$ cat src/rtl/regfile_pkg.sv
// regfile_pkg: shared types, constants and helpers for register_file_mp
package regfile_pkg;

    typedef enum logic {IDLE, DUMP} dump_state_t;

    localparam int ZERO_REG = 0;

    function automatic int addr_w(input int n);
        return $clog2(n);
    endfunction

endpackage

$ cat src/rtl/regfile_dump_fsm.sv
// regfile_dump_fsm: streams every register entry out, one per clock, on request
module regfile_dump_fsm
    import regfile_pkg::*;
#(
    parameter int XLEN  = 32,
    parameter int NREGS = 32,
    localparam int ADDR_W = addr_w(NREGS)
) (
    input  logic              clk,
    input  logic              rst,
    input  logic              tr,
    output logic [ADDR_W-1:0] rd_idx,
    input  logic [XLEN-1:0]   rd_data,
    output logic              dump_valid,
    output logic [ADDR_W-1:0] dump_idx,
    output logic [XLEN-1:0]   dump_data,
    output logic              dump_busy,
    output logic              dump_done
);

    localparam int CW = ADDR_W + 1;

    dump_state_t       state_q, state_d;
    logic [CW-1:0]     cnt_q, cnt_d;
    logic              valid_q, valid_d;
    logic [ADDR_W-1:0] idx_q, idx_d;
    logic [XLEN-1:0]   data_q, data_d;
    logic              done_q, done_d;

    assign rd_idx     = cnt_q[ADDR_W-1:0];
    assign dump_valid = valid_q;
    assign dump_idx   = idx_q;
    assign dump_data  = data_q;
    assign dump_busy  = state_q == DUMP;
    assign dump_done  = done_q;

    always_comb begin
        state_d = state_q;
        cnt_d   = cnt_q;
        valid_d = 1'b0;
        idx_d   = idx_q;
        data_d  = data_q;
        done_d  = 1'b0;
        if (state_q == IDLE) begin
            if (tr) begin
                state_d = DUMP;
                cnt_d   = '0;
            end
        end else if (cnt_q == CW'(NREGS)) begin
            state_d = IDLE;
            done_d  = 1'b1;
        end else begin
            valid_d = 1'b1;
            idx_d   = cnt_q[ADDR_W-1:0];
            data_d  = rd_data;
            cnt_d   = cnt_q + 1'b1;
        end
    end

    always_ff @(posedge clk) begin
        if (rst) begin
            state_q <= IDLE;
            cnt_q   <= '0;
            valid_q <= 1'b0;
            idx_q   <= '0;
            data_q  <= '0;
            done_q  <= 1'b0;
        end else begin
            state_q <= state_d;
            cnt_q   <= cnt_d;
            valid_q <= valid_d;
            idx_q   <= idx_d;
            data_q  <= data_d;
            done_q  <= done_d;
        end
    end

endmodule

$ cat src/rtl/register_file_mp.sv
// register_file_mp: multi-read-port register file with write bypass; dump engine under REGFILE_DUMP_EN
module register_file_mp
    import regfile_pkg::*;
#(
    parameter int XLEN  = 32,
    parameter int NREGS = 32,
    parameter int NREAD = 2,
    localparam int ADDR_W = addr_w(NREGS)
) (
    input  logic                    clk,
    input  logic                    rst,
    input  logic [NREAD*ADDR_W-1:0] rs,
    output logic [NREAD*XLEN-1:0]   rsData,
    input  logic [ADDR_W-1:0]       rd,
    input  logic                    writeEnable,
    input  logic [XLEN-1:0]         data,
    input  logic                    tr,
    output logic                    dumpValid,
    output logic [ADDR_W-1:0]       dumpIdx,
    output logic [XLEN-1:0]         dumpData,
    output logic                    dumpBusy,
    output logic                    dumpDone
);

    logic [XLEN-1:0] regs_q [NREGS];
    logic [XLEN-1:0] regs_d [NREGS];
    logic            wr_ok;

    assign wr_ok = writeEnable && rd != ADDR_W'(ZERO_REG);

    always_comb begin
        regs_d = regs_q;
        if (wr_ok) regs_d[rd] = data;
    end

    always_ff @(posedge clk) begin
        if (rst) regs_q <= '{default: '0};
        else     regs_q <= regs_d;
    end

    // Register 0 is never written, so the array path already reads it as 0.
    for (genvar k = 0; k < NREAD; k++) begin : g_rd
        logic [ADDR_W-1:0] a;
        assign a = rs[k*ADDR_W +: ADDR_W];
        assign rsData[k*XLEN +: XLEN] = (wr_ok && rd == a) ? data : regs_q[a];
    end

`ifdef REGFILE_DUMP_EN
    logic [ADDR_W-1:0] dump_rd_idx;

    regfile_dump_fsm #(.XLEN(XLEN), .NREGS(NREGS)) u_dump (
        .clk        (clk),
        .rst        (rst),
        .tr         (tr),
        .rd_idx     (dump_rd_idx),
        .rd_data    (regs_q[dump_rd_idx]),
        .dump_valid (dumpValid),
        .dump_idx   (dumpIdx),
        .dump_data  (dumpData),
        .dump_busy  (dumpBusy),
        .dump_done  (dumpDone)
    );
`else
    logic unused_tr;
    assign unused_tr = tr;
    assign dumpValid = 1'b0;
    assign dumpIdx   = '0;
    assign dumpData  = '0;
    assign dumpBusy  = 1'b0;
    assign dumpDone  = 1'b0;
`endif

endmodule

$ cat config.mk
export PLATFORM = sky130hd
export DESIGN_NAME = register_file_mp
export DESIGN_NICKNAME = d
export VERILOG_FILES = /design/src/rtl/regfile_pkg.sv /design/src/rtl/regfile_dump_fsm.sv /design/src/rtl/register_file_mp.sv
export SDC_FILE = /design/constraint.sdc
export NUM_CORES = 2
export LEC_CHECK = 0
export CAP_MARGIN = 5
export CORE_MARGIN = 2
export CORE_UTILIZATION = 45
export CTS_BUF_LIST = sky130_fd_sc_hd__clkbuf_16
export DETAILED_ROUTE_END_ITERATION = 16
export DONT_BUFFER_PORTS = 1
export GPL_ROUTABILITY_DRIVEN = 0
export PLACE_DENSITY = 0.63
export SLEW_MARGIN = 20
export SYNTH_ARGS = -nofsm -noshare
export SYNTH_HDL_FRONTEND = slang
export SYNTH_SLANG_ARGS = --single-unit
$ cat constraint.sdc
create_clock -name clk -period 5.46 [get_ports clk]
set_input_delay 0.546 -clock clk [delete_from_list [all_inputs] [get_ports clk]]
set_output_delay 0.546 -clock clk [all_outputs]
set_load 0.03 [all_outputs]
After elaboration in Yosys (flattened, before gate mapping)
Cells that the tools add are included.
{ "op_classes": {"order_cmp": 4, "eq_ne": 2, "mux": 11, "bitwise_logic": 3, "reduce_logical": 5} }
{ "op_table": {"columns": ["op", "n"], "rows": [
  ["bitwise mux 1024 bit", 1],
  ["binary-select mux 32 bit (select 5 bit)", 2],
  ["2-to-1 mux 32 bit", 7],
  ["demux 32 bit (select 5 bit)", 1],
  ["greater-or-equal comparator 6 bit (second input constant)", 3],
  ["NOT 5 -> 6 bit", 3],
  ["equality test 5 bit", 2],
  ["< comparator 6 x 1 -> 1 bit (second input constant)", 1],
  ["nonzero test 5 bit", 1],
  ["logical AND 1 bit", 4]
]} }
{ "totals": {"ff_bits": 1024, "inputBits": 51, "output_inout_bits": 104, "elab_cells": 57} }

Logic depth before layout (Yosys ltp)
{ "logic_depth": {"depth_word": 6, "mapped_depth": 8, "depth_no_buf": 4} }

Worst setup path before layout
No wires, ideal clock.
{ "synth_timing": {"kind": "input -> output", "start": "input rd[3]", "end": "output rsData[9]", "arrival_ns": 2.438, "required_ns": 4.914, "path_slack_ns": 2.476, "path_stages": 6, "n_path_buf": 2, "path_cell_list": "buf_2 or3_4 o31ai_4 nor4_4 buf_6 o31ai_1"} }
{ "synth_via": {"elab_chain_cells": 4, "elab_cells_between_ends": 5, "classes_between": "eq/ne (1); mux (1); reduce/logical (3)"} }
{ "synth_rtl": {"columns": ["element", "line_no", "text"], "rows": [
  ["start: declaration", "register_file_mp.sv:14", "input logic [ADDR_W-1:0] rd,"],
  ["nonzero test 5 bit", "register_file_mp.sv:29", "assign wr_ok = writeEnable && rd != ADDR_W'(ZERO_REG);"],
  ["logical AND 1 bit", "register_file_mp.sv:29", null],
  ["logical AND 1 bit *", "register_file_mp.sv:45", "assign rsData[k*XLEN +: XLEN] = (wr_ok && rd == a) ? data : regs_q[a];"],
  ["2-to-1 mux 32 bit *", "register_file_mp.sv:45", null],
  ["end: declaration", "register_file_mp.sv:13", "output logic [NREAD*XLEN-1:0] rsData,"]
]} }
Every way passes the cells marked *; elsewhere a longest branch is shown, timed or not.

Worst setup path in the final report
{ "layout_timing": {"start": "input rs[0]", "end": "output rsData[18]"} }
{ "layout_via": {"elab_chain_cells": 5, "elab_cells_between_ends": 7, "classes_between": "eq/ne (1); mux (4); bitwise (1); reduce/logical (1)"} }
{ "layout_rtl": {"columns": ["element", "line_no", "text"], "rows": [
  ["start: declaration", "register_file_mp.sv:12", "input logic [NREAD*ADDR_W-1:0] rs,"],
  ["NOT 5 -> 6 bit (implied by the code)", "register_file_mp.sv:45", null],
  ["binary-select mux 32 bit (select 5 bit)", "register_file_mp.sv:45", null],
  ["2-to-1 mux 32 bit (implied by the code) (2 in a row)", "register_file_mp.sv:45", null],
  ["2-to-1 mux 32 bit *", "register_file_mp.sv:45", null]
]} }
Every way passes the cells marked *; elsewhere a longest branch is shown, timed or not. The select of a mux whose other input is x is not followed.

==> impl_metrics.csv <==
group,metric,value,unit
drt,vias,44000,
sta,slew_headroom,-1.07,
placement,place_inst,6687,
cells_and_area,reg.largest.list,"regs_q x1024",
synthesis,yosysSeqAreaShare,0.399,
sta,fin_setup_tns,0,ns
cells_and_area,instances_no_fill,6932,
die,pin_count,155,
run_status,status,"finished, violations left",
pwr,total_power,16000,uW
critical_path,worstPathMaxFanout,260,
die,chipHeight,342,um
pwr,ir_worst_vdd,0.000245,V
cts,cts_sinks,1024,
synthesis,ys_types,41,
min_path,min_path_cells,1,
cells_and_area,regMostFlops,"regs_q",
die,dieArea,0.117,sq mm
grt,grt_pass1_wl,274000,um
placement,port-buffer-count,0,
grt,grt_remaining_overflow,0,
cts,cts_setup_buffers,0,
cts,clk_pin_slew,0.06,ns
synthesis,synth_seq_cells,1024,
sta,drv_slew,876,
drt,antenna_left,0,
cts,htree_levels,3,
sta,min_period,3.63,ns
sta,worstMarginPinSlew,3.11,ns
drt,first_pass_iters,6,
drt,drt_iter0_drc,7014,
synthesis,ys_warn_count,0,
cells_and_area,final_cell_mix,"nand2_1, dfxtp_1, a21oi_1, mux4_2, o22ai_1",
cells_and_area,synthToLayoutAreaGrowth,7.42,%
sta,rsz0062_at_grt,"no",
run_status,violations,"max-slew violations",
die,core_area,0.113,sq mm
cts,cts_buffers,110,
grt,grt_pass1_vias,40700,
placement,hpwlAfterDp,104000,um
synthesis,synthCells,5698,
sta,finalCritPeriodShare,0.666,
job,maxCapViolCount,0,
cts,cts_tree,"done",
sta,clock.fmax,275,MHz
critical_path,crit_arrival,3.09,ns
drt,viasPerCell,6.35,
cts,ctsHoldBuffers,43,
pwr,leakage,0.0174,uW
min_path,hold_path.class,"input pin to flip-flop",
critical_path,r2r_cells,2,
critical_path,worstSetupPathType,"input pin to primary output",
sta,finalHoldViolCount,0,
cells_and_area,largest_register_ffs,1024,
synthesis,avgSynthCellArea,9.02,sq um
drt,drc,0,
grt,antenna_found_initial,6,
cells_and_area,final_common_cell,"nand2_1",
die,start_util,0.456,
sta,final-setup-viol-count,0,
critical_path,end_kind,"primary output",
cells_and_area,drive_gt1_frac,0.168,
sta,whs,0.0342,ns
grt,grt_max_degree,1025,
pwr,cellPowerDensity,290,mW/mm^2
cts,clk_path_buf_depth,3,
cts,cts-resized-gates,0,
drt,wl,190000,um
grt,grtUsageTotal,0.316,
cts,clock_latency,0.69,ns
synthesis,syn_area,0.0514,sq mm
die,rows,123,
cells_and_area,design_area,0.0552,sq mm
drt,routedWlPerCell,27.5,um
critical_path,critPathLaunchType,"input pin",
die,fp.dieW,342,um
cts,root_buffer,"clkbuf_16",
sta,fin_skew,0,ns
critical_path,crit_required,4.91,ns
cells_and_area,num-nets-final,5394,
placement,dpl_cell_area,0.0513,sq mm
[path summary, 6_finish.rpt]
path                            slack (ns)                      from                        end
worst max-delay path                  1.83                     rs[0]                 rsData[18]
worst min-delay path                  0.03                       rst  regs_q[1022]$_SDFFE_PP0P_
worst max register to register        4.69  regs_q[729]$_SDFFE_PP0P_   regs_q[729]$_SDFFE_PP0P_
worst min register to register        0.46  regs_q[288]$_SDFFE_PP0P_   regs_q[288]$_SDFFE_PP0P_
[synthesized netlist by cell type (all sizes together)]
cell type | count | area, sq um
mux2i | 2 | 20.0
xnor2 | 6 | 52.6
o31ai | 2 | 28.8
a21oi | 992 | 4960
inv | 1 | 3.75
nor3 | 1 | 5.00
o221a | 1 | 11.3
nor4 | 64 | 430
mux4 | 511 | 11500
nor2b | 32 | 200
and4 | 1 | 8.76
o22ai | 253 | 1580
nand3b | 12 | 90.1
a221oi | 1 | 8.76
nand3 | 7 | 35.0
and3 | 2 | 12.5
or3 | 3 | 23.8
dfxtp | 1024 | 20500
nand2b | 2 | 12.5
or3b | 10 | 87.6
conb | 1 | 3.75
or4 | 1 | 7.51
and3b | 6 | 52.6
o221ai | 1 | 8.76
or4b | 1 | 10.0
nor3b | 5 | 37.5
clkbuf | 408 | 1530
mux2 | 66 | 852
xor2 | 4 | 35.0
buf | 226 | 1560
nor2 | 34 | 128
nand2 | 2018 | 7570
[worst max-delay path, stage by stage]
cell     delay [ns]
mux4_2         0.59
o22ai_1        0.09
nor4_1         1.01
mux2_2         0.44
[kinds of logic after synthesis]
logic type / Yosys count / synth area share
AOI/OAI and AO/OA: 1250 / 0.129
xor gates and xnor gates: 10 / 0.00170
buffers and inverters: 635 / 0.0603
DFF: 1024 / 0.399
muxes: 579 / 0.241
other: 1 / 0.0000730
and+or+nand+nor: 2199 / 0.170
[power by group]
group	leakage (uW)	internal, uW	switching, uW
combinational	0.00739	434	751
clock	0.00172	4040	3200
sequential	0.00825	7530	36.5
total	0.0174	12000	3990
[stage by stage]
| stage | utilization | worst slack [ns] |
|---|---|---|
| global placement | 0.455 | 1.98 |
| CTS | 0.490 | 1.98 |
| finish | 0.489 | 1.83 |
| detailed placement | 0.455 | 1.98 |
| global route | 0.489 | 1.92 |
| floorplan | - | 2.48 |
[area by class of cell]
type	instances	area (sq um)
diodes	5	12.5
clock buffers	113	2830
clock inverters	83	556
fillers	10300	57600
inverters	1	3.75
multi-input cells	4078	28300
flip-flops and latches	1024	20500
well taps	1500	1880
repair buffers	128	1160
[metal layers]
metal	track usage	vias to the layer above	routed length, um
li1	-	19200	-
met1	0.437	21500	73800
met2	0.464	2831	82600
met3	0.0872	482	25100
met4	0.140	4	8770
met5	0	-	31
(Power assumes the default switching activity.)
